<file path="src/rtl/bbox_ctrl_pkg.sv">
// Shared types and constants for the bounding-box scan controller.
// Holds the FSM state encoding, CSR word addresses and STATUS bit positions.
package bbox_ctrl_pkg;

  typedef enum logic [2:0] {
    ST_IDLE,
    ST_LAUNCH,
    ST_WAIT_CLR,
    ST_RUN,
    ST_CAPTURE,
    ST_DONE,
    ST_ABORT,
    ST_TOUT
  } state_t;

  localparam logic [2:0] CSR_CTRL      = 3'd0;
  localparam logic [2:0] CSR_STATUS    = 3'd1;
  localparam logic [2:0] CSR_BBOX      = 3'd2;
  localparam logic [2:0] CSR_PEEK_ADDR = 3'd3;
  localparam logic [2:0] CSR_PEEK_DATA = 3'd4;
  localparam logic [2:0] CSR_CYCLES    = 3'd5;

  localparam int STAT_BUSY     = 0;
  localparam int STAT_DONE     = 1;
  localparam int STAT_TOUT     = 2;
  localparam int STAT_PEEK_ERR = 3;

  // The engine owns the memory port in every state from LAUNCH to ABORT.
  function automatic logic is_busy(input state_t s);
    return (s == ST_LAUNCH) || (s == ST_WAIT_CLR) || (s == ST_RUN) ||
           (s == ST_CAPTURE) || (s == ST_ABORT);
  endfunction

endpackage

</file>
<file path="src/rtl/bbox_ctrl_if.sv">
// Avalon-MM style CSR bus between the HPS lightweight bridge and the controller.
// The host drives the master side; the controller exposes the slave side.
interface bbox_ctrl_if;
  logic [2:0]  csr_addr;
  logic        csr_wr;
  logic        csr_rd;
  logic [31:0] csr_wrdata;
  logic [31:0] csr_rddata;

  modport master (output csr_addr, output csr_wr, output csr_rd, output csr_wrdata,
                  input csr_rddata);
  modport slave  (input csr_addr, input csr_wr, input csr_rd, input csr_wrdata,
                  output csr_rddata);
endinterface

</file>
<file path="src/rtl/bbox_csr.sv">
// CSR register file: status flags, result latch, peek address and the read mux.
// Decodes CTRL writes into a clear strobe and an accepted-go pulse for the FSM.
module bbox_csr
  import bbox_ctrl_pkg::*;
#(
  parameter int ADDR_W = 32,
  parameter int DATA_W = 16,
  parameter int CNT_W  = 32
) (
  input  logic              clk,
  input  logic              rst_n,
  bbox_ctrl_if.slave        bus,
  input  logic              busy,
  input  logic              set_done,
  input  logic              set_tout,
  input  logic [7:0]        xmin,
  input  logic [7:0]        xmax,
  input  logic [7:0]        ymin,
  input  logic [7:0]        ymax,
  input  logic [CNT_W-1:0]  cycles,
  input  logic [DATA_W-1:0] mem_rddata,
  output logic              go,
  output logic              irq,
  output logic [ADDR_W-1:0] peek_addr
);

  logic              done_reg, tout_reg, peek_err_reg, irq_reg;
  logic [31:0]       bbox_reg, rddata_reg, rd_next;
  logic [ADDR_W-1:0] peek_addr_reg;
  logic              ctrl_wr, clear, peek_busy_rd;

  assign ctrl_wr      = bus.csr_wr && (bus.csr_addr == CSR_CTRL);
  assign clear        = ctrl_wr && bus.csr_wrdata[1];
  assign go           = ctrl_wr && bus.csr_wrdata[0] && !busy;
  assign peek_busy_rd = bus.csr_rd && (bus.csr_addr == CSR_PEEK_DATA) && busy;

  assign irq            = irq_reg;
  assign peek_addr      = peek_addr_reg;
  assign bus.csr_rddata = rddata_reg;

  // Mux sees pre-write register values, so a read in the same cycle as a write returns old data.
  always_comb begin
    rd_next = '0;
    case (bus.csr_addr)
      CSR_STATUS: begin
        rd_next[STAT_BUSY]     = busy;
        rd_next[STAT_DONE]     = done_reg;
        rd_next[STAT_TOUT]     = tout_reg;
        rd_next[STAT_PEEK_ERR] = peek_err_reg;
      end
      CSR_BBOX:      rd_next = bbox_reg;
      CSR_PEEK_ADDR: rd_next = 32'(peek_addr_reg);
      CSR_PEEK_DATA: rd_next = busy ? '0 : 32'(mem_rddata);
      CSR_CYCLES:    rd_next = 32'(cycles);
      default:       rd_next = '0;
    endcase
  end

  always_ff @(posedge clk) begin
    if (!rst_n) begin
      done_reg      <= 1'b0;
      tout_reg      <= 1'b0;
      peek_err_reg  <= 1'b0;
      irq_reg       <= 1'b0;
      bbox_reg      <= '0;
      rddata_reg    <= '0;
      peek_addr_reg <= '0;
    end else begin
      if (clear || go) begin
        done_reg     <= 1'b0;
        tout_reg     <= 1'b0;
        peek_err_reg <= 1'b0;
      end
      if (clear)
        irq_reg <= 1'b0;
      // Completion events are ordered after clear so a coincident event is never lost.
      if (set_done) begin
        done_reg <= 1'b1;
        irq_reg  <= 1'b1;
        bbox_reg <= {xmax, xmin, ymax, ymin};
      end
      if (set_tout) begin
        tout_reg <= 1'b1;
        irq_reg  <= 1'b1;
      end
      if (peek_busy_rd)
        peek_err_reg <= 1'b1;
      if (bus.csr_wr && (bus.csr_addr == CSR_PEEK_ADDR))
        peek_addr_reg <= ADDR_W'(bus.csr_wrdata);
      if (bus.csr_rd)
        rddata_reg <= rd_next;
    end
  end

endmodule

</file>
<file path="src/rtl/bbox_ctrl.sv">
// Sequences one boundingBox scan engine, counts scan cycles, aborts on timeout,
// and shares the single image-memory read port between the engine and host peeks.
module bbox_ctrl
  import bbox_ctrl_pkg::*;
#(
  parameter int ADDR_W         = 32,
  parameter int DATA_W         = 16,
  parameter int TIMEOUT_CYCLES = 40000,
  parameter int CNT_W          = 32
) (
  input  logic              clk,
  input  logic              rst_n,
  bbox_ctrl_if.slave        csr,
  output logic              irq,
  output logic              eng_rst_n,
  output logic              eng_start,
  input  logic              eng_done,
  input  logic [ADDR_W-1:0] eng_addr,
  output logic [DATA_W-1:0] eng_rddata,
  input  logic [7:0]        eng_xmin,
  input  logic [7:0]        eng_xmax,
  input  logic [7:0]        eng_ymin,
  input  logic [7:0]        eng_ymax,
  output logic [ADDR_W-1:0] mem_addr,
  input  logic [DATA_W-1:0] mem_rddata
);

  // Abort fires on the edge where the count steps onto TIMEOUT_CYCLES.
  localparam logic [CNT_W-1:0] TOUT_LAST = CNT_W'(TIMEOUT_CYCLES - 1);

  state_t            state_reg, state_next;
  logic [CNT_W-1:0]  cnt_reg;
  logic              busy, go, counting, timeout_hit;
  logic [ADDR_W-1:0] peek_addr;

  assign busy        = is_busy(state_reg);
  assign counting    = (state_reg == ST_LAUNCH) || (state_reg == ST_WAIT_CLR) ||
                       (state_reg == ST_RUN);
  assign timeout_hit = (cnt_reg >= TOUT_LAST);

  always_ff @(posedge clk) begin
    if (!rst_n)
      state_reg <= ST_IDLE;
    else
      state_reg <= state_next;
  end

  always_comb begin
    state_next = state_reg;
    case (state_reg)
      ST_IDLE, ST_DONE, ST_TOUT: if (go) state_next = ST_LAUNCH;
      ST_LAUNCH:   state_next = ST_WAIT_CLR;
      // A done level left over from the previous scan must fall before results are trusted.
      ST_WAIT_CLR: begin
        if (timeout_hit)    state_next = ST_ABORT;
        else if (!eng_done) state_next = ST_RUN;
      end
      ST_RUN: begin
        if (eng_done)         state_next = ST_CAPTURE;
        else if (timeout_hit) state_next = ST_ABORT;
      end
      ST_CAPTURE:  state_next = ST_DONE;
      ST_ABORT:    state_next = ST_TOUT;
      default:     state_next = ST_IDLE;
    endcase
  end

  always_ff @(posedge clk) begin
    if (!rst_n)
      cnt_reg <= '0;
    else if (go)
      cnt_reg <= '0;
    else if (counting && (cnt_reg != '1))
      cnt_reg <= cnt_reg + 1'b1;
  end

  assign eng_start  = (state_reg == ST_LAUNCH);
  assign eng_rst_n  = rst_n && (state_reg != ST_ABORT);
  assign mem_addr   = busy ? eng_addr : peek_addr;
  assign eng_rddata = busy ? mem_rddata : '0;

  bbox_csr #(
    .ADDR_W (ADDR_W),
    .DATA_W (DATA_W),
    .CNT_W  (CNT_W)
  ) u_csr (
    .clk        (clk),
    .rst_n      (rst_n),
    .bus        (csr),
    .busy       (busy),
    .set_done   (state_reg == ST_CAPTURE),
    .set_tout   (state_reg == ST_ABORT),
    .xmin       (eng_xmin),
    .xmax       (eng_xmax),
    .ymin       (eng_ymin),
    .ymax       (eng_ymax),
    .cycles     (cnt_reg),
    .mem_rddata (mem_rddata),
    .go         (go),
    .irq        (irq),
    .peek_addr  (peek_addr)
  );

endmodule

</file>
<file path="src/flat_wrapper.sv">
// flat-port wrapper written by rule: the top's interface ports become plain ports
module bbox_ctrl_flat import bbox_ctrl_pkg::*;
#(
  parameter int ADDR_W         = 32,
  parameter int DATA_W         = 16,
  parameter int TIMEOUT_CYCLES = 40000,
  parameter int CNT_W          = 32
)
  (clk, rst_n, irq, eng_rst_n, eng_start, eng_done, eng_addr, eng_rddata, eng_xmin, eng_xmax, eng_ymin, eng_ymax, mem_addr, mem_rddata, csr_csr_addr, csr_csr_wr, csr_csr_rd, csr_csr_wrdata, csr_csr_rddata);
  bbox_ctrl_if csr_i ();
  input  logic clk;
  input  logic rst_n;
  output logic irq;
  output logic eng_rst_n;
  output logic eng_start;
  input  logic eng_done;
  input  logic [ADDR_W-1:0] eng_addr;
  output logic [DATA_W-1:0] eng_rddata;
  input  logic [7:0] eng_xmin;
  input  logic [7:0] eng_xmax;
  input  logic [7:0] eng_ymin;
  input  logic [7:0] eng_ymax;
  output logic [ADDR_W-1:0] mem_addr;
  input  logic [DATA_W-1:0] mem_rddata;
  input wire logic [$bits(csr_i.csr_addr)-1:0] csr_csr_addr;
  input wire logic [$bits(csr_i.csr_wr)-1:0] csr_csr_wr;
  input wire logic [$bits(csr_i.csr_rd)-1:0] csr_csr_rd;
  input wire logic [$bits(csr_i.csr_wrdata)-1:0] csr_csr_wrdata;
  output wire logic [$bits(csr_i.csr_rddata)-1:0] csr_csr_rddata;
  assign csr_i.csr_addr = csr_csr_addr;
  assign csr_i.csr_wr = csr_csr_wr;
  assign csr_i.csr_rd = csr_csr_rd;
  assign csr_i.csr_wrdata = csr_csr_wrdata;
  assign csr_csr_rddata = csr_i.csr_rddata;
  bbox_ctrl #(.ADDR_W(ADDR_W), .DATA_W(DATA_W), .TIMEOUT_CYCLES(TIMEOUT_CYCLES), .CNT_W(CNT_W)) u_core (.clk(clk), .rst_n(rst_n), .csr(csr_i), .irq(irq), .eng_rst_n(eng_rst_n), .eng_start(eng_start), .eng_done(eng_done), .eng_addr(eng_addr), .eng_rddata(eng_rddata), .eng_xmin(eng_xmin), .eng_xmax(eng_xmax), .eng_ymin(eng_ymin), .eng_ymax(eng_ymax), .mem_addr(mem_addr), .mem_rddata(mem_rddata));
endmodule
</file>
<file path="config.mk">
export PLATFORM = sky130hd
export DESIGN_NAME = bbox_ctrl_flat
export DESIGN_NICKNAME = d
export VERILOG_FILES = /design/src/rtl/bbox_ctrl_pkg.sv /design/src/rtl/bbox_ctrl_if.sv /design/src/rtl/bbox_csr.sv /design/src/rtl/bbox_ctrl.sv /design/src/flat_wrapper.sv
export SDC_FILE = /design/constraint.sdc
export NUM_CORES = 1
export LEC_CHECK = 0
export BUFFER_PORTS_ARGS = -buffer_cell sky130_fd_sc_hd__buf_2
export CORE_MARGIN = 8
export CORE_UTILIZATION = 40
export CTS_CLUSTER_SIZE = 8
export DETAILED_ROUTE_END_ITERATION = 8
export MAX_ROUTING_LAYER = met4
export PLACE_DENSITY_LB_ADDON = 0.2
export RECOVER_POWER = 25
export SLEW_MARGIN = 10
export SYNTH_ARGS = -nofsm -noshare
export SYNTH_HDL_FRONTEND = slang
export SYNTH_HIERARCHICAL = 1
export SYNTH_SLANG_ARGS = --single-unit
</file>
<file path="constraint.sdc">
create_clock -name clk -period 3.4 [get_ports clk]
set_input_delay 0.51 -clock clk [delete_from_list [all_inputs] [get_ports clk]]
set_output_delay 0.51 -clock clk [all_outputs]
set_load 0.03 [all_outputs]
</file>
Yosys cells after proc, flatten, opt, wreduce, memory -nomap -nowiden
Index checks and enable logic that the tools add are counted.

storage, ports and cells
  input port bits = 120
  flip-flop bits (word level) = 135
  bits in latches = 0
  RAM bits = 0
  word-level logic and storage cells = 71
  output and inout port bits = 83
  memory bits (read-only) = 0
  memories kept = 0

cells by class
  add/sub/neg operators = 1
  divide/modulo/power cells = 0
  eq/ne operators = 17
  bitwise logic cells = 1
  shift-type cells = 0
  order comparisons = 1
  reduce and logical (&&, ||, !) cells = 24
  muxes and demuxes = 18
  multiply operators = 0

operator list
  operator                 count
  $pmux W28 S4             1
  $add A32 B1 Y32 const B  1
  $ge A32 B16 Y1 const B   1
  $mux W16                 2
  $mux W32                 1
  $ne A32 B32 Y1 const B   1
  $pmux W4 S5              1
  $eq A3 B3 Y1 const B     6
  $pmux W3 S6              1
  $mux W3                  5
  $eq A3 B2 Y1 const B     4
  $logic_and A1 B1 Y1      9
  $mux W1                  7
  $eq A3 B1 Y1 const B     2
  $logic_not A3 Y1         2
  $ne A3 B2 Y1 const B     2
  $reduce_bool A2 Y1       3
  $logic_or A1 B1 Y1       5
  $ne A3 B3 Y1 const B     1
  $reduce_and A3 Y1        1
  $reduce_bool A3 Y1       1
  $reduce_or A3 Y1         1
  $ne A2 B2 Y1 const B     1
  $reduce_or A2 Y1         1
  other kinds (2)          2

Longest topological paths before layout
  word-level depth = 10
  depth in mapped cells = 10

By module
Netlist, hierarchy kept.

by module, submodules not included
  module     times used  area an instance (µm²)  cells each
  bbox_csr   1           4554.4                  472
  bbox_ctrl  1           2392.3                  292

Worst setup path before layout
No wires, ideal clock.

  path kind = register to register
  start point = register u_core.state_reg[0]
  end point = register u_core.cnt_reg[31]
  required time = 3341 ps
  arrival time = 2257 ps
  cell stages (with the launch flop) = 10
  setup slack = 1083 ps
  path buffers = 2
  clock period less this slack = 2317 ps
  cell sequence = dfxtp_1 > clkbuf_1 > nor3_1 > a21oi_1 > clkbuf_1 > nor2b_1 > and2_1 > nand2b_1 > or4_1 > nand2_1

between the ends
  word-level cells in the longest chain between the ends = 8
  elaborated cells between the ends (all ways) = 13

RTL lines
  element                                       line                 RTL
  start: declaration                            bbox_ctrl.sv:31      state_t state_reg, state_next;
  start signal: assignment                      bbox_ctrl.sv:45      state_reg <= state_next;
  $eq A3 B1 Y1 or $eq A3 B2 Y1 (tied branches)  bbox_ctrl_pkg.sv:30  return (s == ST_LAUNCH) || (s == ST_WAIT_CLR) || (s == ST_RUN) ||
  $logic_or A1 B1 Y1 (3 in a row)               bbox_ctrl_pkg.sv:30
  $logic_or A1 B1 Y1 *                          bbox_ctrl_pkg.sv:31  (s == ST_CAPTURE) || (s == ST_ABORT);
  named net u_core.busy                         bbox_ctrl.sv:33      logic busy, go, counting, timeout_hit;
  $logic_not A1 Y1 *                            bbox_csr.sv:34       assign go = ctrl_wr && bus.csr_wrdata[0] && !busy;
  $logic_and A1 B1 Y1 *                         bbox_csr.sv:34
  named net u_core.go                           bbox_ctrl.sv:33
  $reduce_or A2 Y1 (no line) *                  n/a
  end signal: assignment                        bbox_ctrl.sv:74      cnt_reg <= cnt_reg + 1'b1;
  end: declaration                              bbox_ctrl.sv:32      logic [CNT_W-1:0] cnt_reg;

The timed path passes the listed nets; every way through them passes the cells marked *.
A chain may end at the register's enable or synchronous reset.

Final worst setup path
  start point = register u_core.state_reg[0]
  end point = output port mem_addr[4]

between the ends
  word-level cells in the longest chain between the ends = 6
  elaborated cells between the ends (all ways) = 10

RTL lines
  element                                       line                 RTL
  $eq A3 B1 Y1 or $eq A3 B2 Y1 (tied branches)  bbox_ctrl_pkg.sv:30
  $logic_or A1 B1 Y1 (3 in a row)               bbox_ctrl_pkg.sv:30
  $logic_or A1 B1 Y1 *                          bbox_ctrl_pkg.sv:31
  $mux W32 *                                    bbox_ctrl.sv:79      assign mem_addr = busy ? eng_addr : peek_addr;
  end: declaration                              flat_wrapper.sv:23   output logic [ADDR_W-1:0] mem_addr;

Every way passes the cells marked *; elsewhere a longest branch is shown, timed or not.

==> flow_metrics.env <==
export IMPL_hold_viol_final=0
export IMPL_antennaDiodeCount=0
export IMPL_cts_buffers=17
export IMPL_crit_required_ns=2.89
export IMPL_rsz0062_at_grt="false"
export IMPL_crit_fanout=29
export IMPL_post_route_min_period_ns=3.124
export IMPL_die_w_um=147.8
export IMPL_ys_seq_area_frac=0.3890
export IMPL_slowest_stage="a21oi_4"
export IMPL_critPathLaunchType="flip-flop"
export IMPL_p_per_area_nw_per_um2=589.9
export IMPL_syn_num_nets=885
export IMPL_finalCritPeriodShare=0.9188
export IMPL_core_area_um2=17120
export IMPL_wire_per_inst_um=18.52
export IMPL_grt_max_degree=53
export IMPL_synth_cell_types=63
export IMPL_start_util=0.4058
export IMPL_drv_slew=0
export IMPL_met2_usage=0.3204
export IMPL_timing_rr_start="u_core/state_reg[0]"
export IMPL_grt_usage=0.2038
export IMPL_root_buffer="clkbuf_16"
export IMPL_grt_pass1_wl_mm=34.15
export IMPL_crit_chain="nor3_1, a21oi_4, buf_12, mux2_2, buf_2"
export IMPL_clk_path_buf_depth=2
export IMPL_synth_seq_cells=135
export IMPL_status="finished, final reports clean"
export IMPL_met1_usage=0.2467
export IMPL_setup_violations=0
export IMPL_dieHeight_um=147.8
export IMPL_io_pin_count=203
export IMPL_p_total_w=0.005054
export IMPL_hp_class="in2reg"
export IMPL_drt_iter0_drc=367
export IMPL_io_buffers=202
export IMPL_dp_cells=1147
export IMPL_post_cts_buffers=0
export IMPL_placementRows=48
export IMPL_vias=6285
export IMPL_setup_worst_path_end="mem_addr[4]"
export IMPL_holdWs_ns=0.3218
export IMPL_dieArea_um2=21840
export IMPL_clk_pin_slew_worst_paths_ns=0.06
export IMPL_post_cts_resized=0
export IMPL_synthesis_instances=764
export IMPL_clk_insertion_delay_late_ns=0.42
export IMPL_tritoncts="done"
export IMPL_rr_worst_depth=7
export IMPL_dr_pass1_iters=4
export IMPL_first_global_vias=6226
export IMPL_synth_edff_count=0
export IMPL_areaGrowthSynthToFinish_pct=23.32
export IMPL_htree_levels=4
export IMPL_vias_per_cell=5.331
export IMPL_multiInputGateArea_um2=3940
export IMPL_synth_main_ff_cell="dfxtp_1"
export IMPL_clock_sinks=135
export IMPL_crit_family="compound AO/OA/AOI/OAI gates"
export IMPL_r2r_setup_slack_ns=0.80
export IMPL_syn_avg_cell_area_um2=9.092
export IMPL_slew_limit_headroom=0.09505
export IMPL_crit_type="reg2out"
export IMPL_wirelength_mm=21.83
export IMPL_ant_nets=0
export IMPL_grt_busiest_layer="met2"
export IMPL_cp_arrival_ns=2.61
export IMPL_grt_antenna_before_repair=0
export IMPL_fin_worst_skew_ns=0.008383
export IMPL_fin_nets=1062
export IMPL_r2r_end="u_core/cnt_reg[31]"
export IMPL_fillers=1669
export IMPL_cp_slowest_stage_delay_ns=0.68
export IMPL_worstMarginPinSlew_ns=1.357
export IMPL_instances_no_fill=1179
export IMPL_end_kind="output port"
export IMPL_syn_area_um2=6947
export IMPL_ir_drop_mv=0.5185
export IMPL_path_buf_inv=2
export IMPL_grt_overflow_total=0
export IMPL_timing_fmax_mhz=320.1
export IMPL_seqCellArea_um2=2703
export IMPL_drive_above_1_share=0.2925
export IMPL_ctsHoldBuffers=0
export IMPL_synth_async_reset_ratio=0
export IMPL_gp_congestion=0.8245
export IMPL_startpoint="u_core/state_reg[0]"
export IMPL_met3_usage=0.05258
export IMPL_hpwl_mm=16.06
export IMPL_leakage_nw=3.222
export IMPL_drcViolationCount=0
export IMPL_setup_tns_final_ns=0
export IMPL_cap_violations=0
export IMPL_cp_depth=5
export IMPL_yosysWarnings=6
==> routing by layer <==
| metal | routed length, µm | up-vias |
|---|---|---|
| met4 | 499 | 0 |
| met3 | 1281 | 26 |
| met2 | 9995 | 223 |
| met1 | 10050 | 2930 |
| met5 | 0 | - |
| li1 | - | 3106 |
==> metrics by stage <==
step	setup WS (ns)	instance area, µm²	utilization
2_1_floorplan	1.083	6947	-
3_3_place_gp	0.6997	8077	0.4719
3_5_place_dp	0.6554	8077	0.4719
4_1_cts	0.1933	8621	0.5037
5_1_grt	0.1073	8567	0.5005
6_report	0.2762	8567	0.5005
==> worst min path at each step <==
stage	start	end	slack [ns]	cells past startpoint
finish	csr_csr_wrdata[10]	u_core/u_csr/peek_addr[10]	0.32	3
global route	csr_csr_wrdata[5]	u_core/u_csr/peek_addr[5]	0.32	3
CTS	csr_csr_wrdata[6]	u_core/u_csr/peek_addr[6]	0.30	3
detailed placement	u_core/u_csr/bus.csr_rddata[28]	u_core/u_csr/bus.csr_rddata[28]	0.46	1
global placement	u_core/u_csr/done_reg	u_core/u_csr/done_reg	0.45	2
floorplan	u_core/u_csr/done_reg	u_core/u_csr/done_reg	0.43	2
==> cell usage after synthesis (7+ instances only) <==
library cell / n / area (µm²)
o2bb2ai_1: 16 / 140.1
nand3_1: 17 / 85.08
a311oi_2: 7 / 105.1
buf_2: 18 / 90.09
xnor2_1: 14 / 122.6
and2_1: 20 / 125.1
o31ai_1: 8 / 60.06
mux2i_1: 51 / 510.5
or3_1: 8 / 50.05
nor2b_1: 38 / 237.7
nand2_1: 115 / 431.7
a22oi_1: 13 / 97.59
nor2_1: 32 / 120.1
mux2_2: 50 / 563.0
a22o_1: 16 / 140.1
clkbuf_1: 31 / 116.4
a21boi_0: 26 / 195.2
o21ai_0: 14 / 70.07
a21oi_1: 27 / 135.1
or4_1: 12 / 90.09
a21boi_1: 7 / 52.55
dfxtp_1: 135 / 2703
nor4_1: 7 / 43.79
==> final cells by class <==
class,instances,area share
clock buffers,23,0.05462
clock inverters,9,0.008909
inverters,5,0.002191
multi-input cells,566,0.4599
flip-flops and latches,135,0.3155
well taps,225,0.03286
repair buffers,216,0.1260
==> power breakdown <==
group / internal (W) / switching [W]
Combinational: 0.000605 / 0.00105
Clock: 0.00104 / 0.000685
Sequential: 0.00163 / 0.0000546
==> cells by family after synthesis <==
| logic type | synth area share |
|---|---|
| buf+inv | 0.04539 |
| fa+ha+maj | 0.001801 |
| compound gates | 0.1794 |
| xor+xnor | 0.01891 |
| mux | 0.1545 |
| flops | 0.3890 |
| simple gates | 0.2109 |
==> worst reg2reg max path: stages (launching register included) <==
cell and delay [ns]:
dfxtp_1 0.57, nor3_1 0.14, a21oi_4 0.68, nor2b_1 0.14, and2_1 0.26, nand2b_1 0.17, or4_1 0.51, nand2_1 0.07
==> cells in the final DEF (no fill, tap or decap), types with 6 or more instances in the layout <==
cell type and instances:
mux2_2 50, buf_2 168, and2_1 20, nand2_1 115, nor2b_1 38, mux2i_1 51, a311oi_2 7, nor4_1 7
buf_4 11, a22oi_1 13, o21ai_0 13, a22o_1 16, nor2_1 32, dfxtp_1 135, xnor2_1 14, o31ai_1 8
a21boi_1 6, clkinv_2 6, clkbuf_1 39, a21oi_1 26, o2bb2ai_1 16, nand3_1 17, or3_1 8, clkbuf_16 17
a21boi_0 27, or4_1 12
(Power assumes the default switching activity.)
